--- src/rtl/mem_arbiter.sv ---
// mem_arbiter: shares one single-port memory between fetch and LSU.
// Data side has priority; a streak counter guarantees fetch progress.
// Ports: clk, rst_n (async, active low)
//   inst_*  : fetch req/addr/flush in, gnt/rvalid/rdata out
//   data_*  : LSU req/we/be/addr/wdata in, gnt/rvalid/rdata out
//   mem_*   : registered command out, rvalid/rdata response in
module mem_arbiter #(
  parameter int unsigned MAX_DATA_STREAK = 4
) (
  input  logic        clk,
  input  logic        rst_n,
  input  logic        inst_req,
  input  logic [31:0] inst_addr,
  input  logic        inst_flush,
  output logic        inst_gnt,
  output logic        inst_rvalid,
  output logic [31:0] inst_rdata,
  input  logic        data_req,
  input  logic        data_we,
  input  logic [3:0]  data_be,
  input  logic [31:0] data_addr,
  input  logic [31:0] data_wdata,
  output logic        data_gnt,
  output logic        data_rvalid,
  output logic [31:0] data_rdata,
  output logic        mem_req,
  output logic        mem_we,
  output logic [3:0]  mem_be,
  output logic [31:0] mem_addr,
  output logic [31:0] mem_wdata,
  input  logic        mem_rvalid,
  input  logic [31:0] mem_rdata
);

  localparam logic [2:0] IDLE    = 3'd0;
  localparam logic [2:0] ISSUE_I = 3'd1;
  localparam logic [2:0] ISSUE_D = 3'd2;
  localparam logic [2:0] WAIT_I  = 3'd3;
  localparam logic [2:0] WAIT_D  = 3'd4;

  localparam logic [3:0] MAX_S = 4'(MAX_DATA_STREAK);

  logic [2:0]  state_q, state_d;
  logic [3:0]  streak_q, streak_d;
  logic        drop_q, drop_d;
  logic        req_q, req_d;
  logic        we_q, we_d;
  logic [3:0]  be_q, be_d;
  logic [31:0] addr_q, addr_d;
  logic [31:0] wdata_q, wdata_d;

  logic idle;
  logic data_win;
  logic inst_win;

  assign idle     = (state_q == IDLE);
  // Data loses only when fetch is waiting and the streak is exhausted.
  assign data_win = idle & data_req & (~inst_req | (streak_q < MAX_S));
  assign inst_win = idle & inst_req & ~data_win;

  assign inst_gnt = rst_n & inst_win;
  assign data_gnt = rst_n & data_win;

  // A flush in the response cycle itself also suppresses the pulse.
  assign inst_rvalid = rst_n & (state_q == WAIT_I) & mem_rvalid
                     & ~drop_q & ~inst_flush;
  assign data_rvalid = rst_n & (state_q == WAIT_D) & mem_rvalid;
  assign inst_rdata  = mem_rdata;
  assign data_rdata  = mem_rdata;

  assign mem_req   = req_q;
  assign mem_we    = we_q;
  assign mem_be    = be_q;
  assign mem_addr  = addr_q;
  assign mem_wdata = wdata_q;

  always_comb begin
    state_d = state_q;
    unique case (state_q)
      IDLE: begin
        unique case (1'b1)
          data_win: state_d = ISSUE_D;
          inst_win: state_d = ISSUE_I;
          default:  state_d = IDLE;
        endcase
      end
      ISSUE_I: state_d = WAIT_I;
      ISSUE_D: state_d = WAIT_D;
      WAIT_I:  state_d = mem_rvalid ? IDLE : WAIT_I;
      WAIT_D:  state_d = mem_rvalid ? IDLE : WAIT_D;
      default: state_d = IDLE;
    endcase
  end

  always_comb begin
    streak_d = streak_q;
    if (data_win) begin
      if (!inst_req)
        streak_d = 4'd0;
      else if (streak_q < MAX_S)
        streak_d = streak_q + 4'd1;
    end else if (inst_win) begin
      streak_d = 4'd0;
    end
  end

  always_comb begin
    drop_d = drop_q;
    if (state_q == WAIT_I && mem_rvalid)
      drop_d = 1'b0;
    else if (inst_flush && (inst_win || state_q == ISSUE_I
                            || state_q == WAIT_I))
      drop_d = 1'b1;
  end

  always_comb begin
    req_d   = data_win | inst_win;
    we_d    = we_q;
    be_d    = be_q;
    addr_d  = addr_q;
    wdata_d = wdata_q;
    unique case (1'b1)
      data_win: begin
        we_d    = data_we;
        be_d    = data_be;
        addr_d  = data_addr;
        wdata_d = data_wdata;
      end
      inst_win: begin
        we_d    = 1'b0;
        be_d    = 4'hF;
        addr_d  = inst_addr;
        wdata_d = 32'h0;
      end
      default: ;
    endcase
  end

  always_ff @(posedge clk or negedge rst_n) begin
    if (!rst_n) begin
      state_q  <= IDLE;
      streak_q <= 4'd0;
      drop_q   <= 1'b0;
      req_q    <= 1'b0;
      we_q     <= 1'b0;
      be_q     <= 4'h0;
      addr_q   <= 32'h0;
      wdata_q  <= 32'h0;
    end else begin
      state_q  <= state_d;
      streak_q <= streak_d;
      drop_q   <= drop_d;
      req_q    <= req_d;
      we_q     <= we_d;
      be_q     <= be_d;
      addr_q   <= addr_d;
      wdata_q  <= wdata_d;
    end
  end

endmodule

--- config.mk ---
export PLATFORM = sky130hd
export DESIGN_NAME = mem_arbiter
export DESIGN_NICKNAME = d
export VERILOG_FILES = /design/src/rtl/mem_arbiter.sv
export SDC_FILE = /design/constraint.sdc
export NUM_CORES = 1
export LEC_CHECK = 0
export CAP_MARGIN = 20
export CORE_AREA = 2 2 108 110
export CTS_BUF_LIST = sky130_fd_sc_hd__clkbuf_4 sky130_fd_sc_hd__clkbuf_8
export DETAILED_ROUTE_END_ITERATION = 8
export DIE_AREA = 0 0 110 112
export GPL_TIMING_DRIVEN = 0
export PLACE_DENSITY_LB_ADDON = 0.25
export SETUP_SLACK_MARGIN = 0.05
export SLEW_MARGIN = 10
export SYNTH_ARGS = -nofsm -noshare
export SYNTH_HDL_FRONTEND = slang
export SYNTH_SLANG_ARGS = --single-unit
--- constraint.sdc ---
create_clock -name clk -period 1.8 [get_ports clk]
set_input_delay 0.36 -clock clk [delete_from_list [all_inputs] [get_ports clk]]
set_output_delay 0.36 -clock clk [all_outputs]
set_load 0.01 [all_outputs]
==> summary.md <==
| Metric | Value |
|---|---|
| Status | complete, but fails checks |
| Failing checks | setup timing |
| Net switching component of the power | 3.284 mW |
| Comb pwr share | 55.6% |
| Layout Nets | 764 |
| Max-slew violations | 0 |
| Largest net degree at the start of global routing | 42 |
| WP data required | 1.44 ns |
| Type of the worst setup path | register to primary output |
| GRT overflow | 0 |
| # fillers | 881 |
| Area after DPL | approximately 6700 um2 |
| Max Cap Viol | 0 |
| Layout Cells excl Fill | 772 |
| Die area | 12320 um2 |
| Total buffers and inverters traversed by the critical path | 3 |
| Crit-path cells | nor3_4 > buf_4 > buf_6 > nand3_4 > nor2_1 > buf_2 |
| Yosys reg bits | a little under 80 |
| Max rail drop VDD | 0.0007989 V |
| Chip width | 110 um |
| Final worst path period share | 105.5% |
| Post-synth ARST share | 100.0% |
| Pwr per Cell Area | around 1400 nW/um2 |
| Vias in the first global route | 3956 |
| Final setup viols | 3 |
| Global Route Usage Sum | 20.81% |
| Final core occ | between 60% and 70% |
| Ys flop type | dfrtp_1 |
| # clock sinks | 78 |
| DP Worst Slack | -0.7416 ns |
| Fin Clk Skew | 0.006985 ns |
| Post-layout minimum cycle time | 1.899 ns |
| Remaining antenna violation count | 0 |
| CTS max path bufs | 2 |
| Sw Ratio | 32.68% |
| Placed cells | around 730 |
| I/O Pins | 277 |
| Core area | roughly 11000 um2 |
| Syn Area/Cell | 11.86 um2 |
| Clock Latency Late Sink | 0.34 ns |
| TritonCTS clock tree | built |
| Layout area overhead | 82.18% |
| Clock Pin Slew Worst Setup and Hold Paths | 0.08 ns |
| Register area share after synthesis | 48.42% |
| Flop pwr share | 30.1% |
| Slew HR | between 60% and 70% |
| Initial cell density of the core | between 30% and 40% |
| Number of synthesized flops with an enable pin | 0 |
| Max incr delay on CP | 0.45 ns |
| Worst-Margin Slew | 0.5088 ns |
| Ys Warns | 0 |
| Global-route wire length before repair | 19.75 mm |
| Wire length per cell | 17.17 um |
| Routed via count | 3755 |
| Final hold violation count | 0 |
| P_int | 6.766 mW |
| Top cell type by total area after synthesis | dfrtp_1 |
| Mapped Cells | 340 |
| Via/cell ratio | 4.864 |
| DP HPWL | 9.769 mm |
| Leak Pwr | 3.104 nW |
| Critical path peak fanout | 3 |
| Share of the synthesized area in the top cell type | roughly half |
| Initial DRC count | approximately 180 |
| Final worst setup slack | -0.09908 ns |
| H-tree Lvls | 3 |
| Clock power frac | 14.3% |
| CTS root buf | clkbuf_8 |
| Largest cells by area after synthesis | dfrtp_1 48%, buf_4 12%, a2bb2oi_2 7.4% |
| Worst setup SP type | register |
| Critical path arrival | 1.54 ns |
| Port Buf Inserts | 244 |
| # DRC | 0 |
| RSZ-0062 raised after global routing | yes |
| Row count | 39 |
| Ant diodes | 0 |
| Initial antenna violation count | 0 |
| Placer congestion estimate | 0.7961 |
| Slowest cell on the critical path | dfrtp_2 |
| Achievable Freq | 0.5266 GHz |
| Pre-antenna DRT Iters | 4 |
| Synthesized area | around 4000 um2 |
| CP delay by family, top | flip-flops |
| Worst Hold Class | register to register |
| Design area | 7345 um2 |
| Synth unique cells | 36 |
| Setup crit end kind | primary output |
| Ratio of cells with drive above 1 in the final layout | 28.62% |
| Drt total wl | 13.26 mm |
| CTS buffer count | 9 |
| DIE HEIGHT | 112 um |
| Mapped Nets | 480 |
metrics by stage:
stage / hold WS, ns / total power, mW / setup TNS (ns)
after floorplan: 0.06441 / 5.438 / 0
after global placement: 0.4795 / 7.685 / -216.03
after detailed placement: 0.3828 / 7.812 / -25.49
after CTS: 0.4871 / 9.788 / -0.1310
after global routing: 0.5262 / 10.58 / -0.4289
final: 0.5098 / 10.05 / -0.2659
cells by family (layout without fill, tap and decap cells):
group,count (synthesis),after routing,share of synthesized area (%)
flip-flops,78,78,48.42
AND/OR/NAND/NOR,53,53,8.442
buffers and inverters,96,385,15.98
adder cells (fa/ha/maj),1,1,0.3103
AO/OA/AOI/OAI,112,112,26.85
cell type report:
class / count / area (um2) / area share (%)
buffer: 91 / 730.7 / 9.949
clock buffer: 10 / 131.4 / 1.789
clock inverter: 6 / 86.33 / 1.175
inverter: 5 / 18.77 / 0.2555
multi-input combinational: 166 / 1548 / 21.07
sequential: 78 / 1956 / 26.63
tap: 143 / 178.9 / 2.436
timing repair buffer: 273 / 2695 / 36.70
power groups by stage:
stage	Combinational, mW	Sequential (mW)	Clock (mW)
6_report	5.59	3.02	1.44
3_5_place_dp	4.77	3.05	0
2_1_floorplan	2.11	3.33	0
5_1_grt	5.91	3.12	1.56
4_1_cts	5.29	3.02	1.47
3_3_place_gp	4.66	3.03	0
layer usage:
layer  wire, um  GRT usage, %  vias up
li1           -             -     1775
met1       5210         24.75     1796
met2       6660         36.24      167
met3       1193         5.328       17
met4        193         6.582        0
met5          0             0        -
state kept, by name (all words and copies together), names as in the netlist:
signal / cells
streak_q: 4
mem_be: 4
mem_addr: 32
mem_we: 1
state_q: 3
mem_wdata: 32
mem_req: 1
drop_q: 1
final timing paths:
check | startpoint | endpoint | slack [ns] | cells past startpoint
max | state_q[2] | data_gnt | -0.1 | 6
min | mem_wdata[23] | mem_wdata[23] | 0.51 | 1
max reg2reg | state_q[2] | mem_wdata[19] | 0.09 | 8
min reg2reg | mem_wdata[23] | mem_wdata[23] | 0.51 | 1
max in group asynchronous | rst_n | state_q[2] | 0.92 | 3
min in group asynchronous | rst_n | drop_q | 0.66 | 3
cell usage after synthesis, types with 2 or more instances:
cell type / n
a2bb2oi_1: 12
nand2_1: 2
nand2b_1: 28
dfrtp_1: 78
buf_4: 67
a22o_1: 34
clkbuf_1: 12
o21ai_0: 2
or2b_1: 4
a21oi_1: 4
nor2_1: 4
nor3b_1: 2
o22a_1: 4
a2bb2oi_2: 20
nand3_1: 2
o32ai_1: 32
and3_1: 2
inv_1: 4
buf_6: 3
buf_2: 8
repair_timing:
item | 4_1_cts | 5_1_grt
pin swaps | 6 | 5
setup endpoints to repair | 65 | 65
hold buffers | 2 | 0
cloned | 0 | 1
gates resized for setup | 57 | 32
setup buffers | 18 | 10
endpoints found under the hold margin | 37 | 0
cell usage in the layout (no fill, tap or decap), drive strengths merged:
master,n
and3,2
o32ai,32
nand4,1
dlygate4sd3,1
dlygate4sd2,2
a21oi,4
nor2b,1
a22o,34
a32o,1
or2b,4
clkbuf,20
nand3,2
nor2,4
a211oi,1
clkinv,3
clkinvlp,1
nand2b,28
nand2,2
buf,114
nor3,2
and2,1
a2bb2oi,32
nand3b,1
o21a,1
or3b,1
clkdlybuf4s50,237
or3,1
ha,1
nor3b,3
o22a,4
bufinv,2
o21ai,3
dfrtp,78
inv,5
No activity file was read; power rests on OpenSTA's default activity.
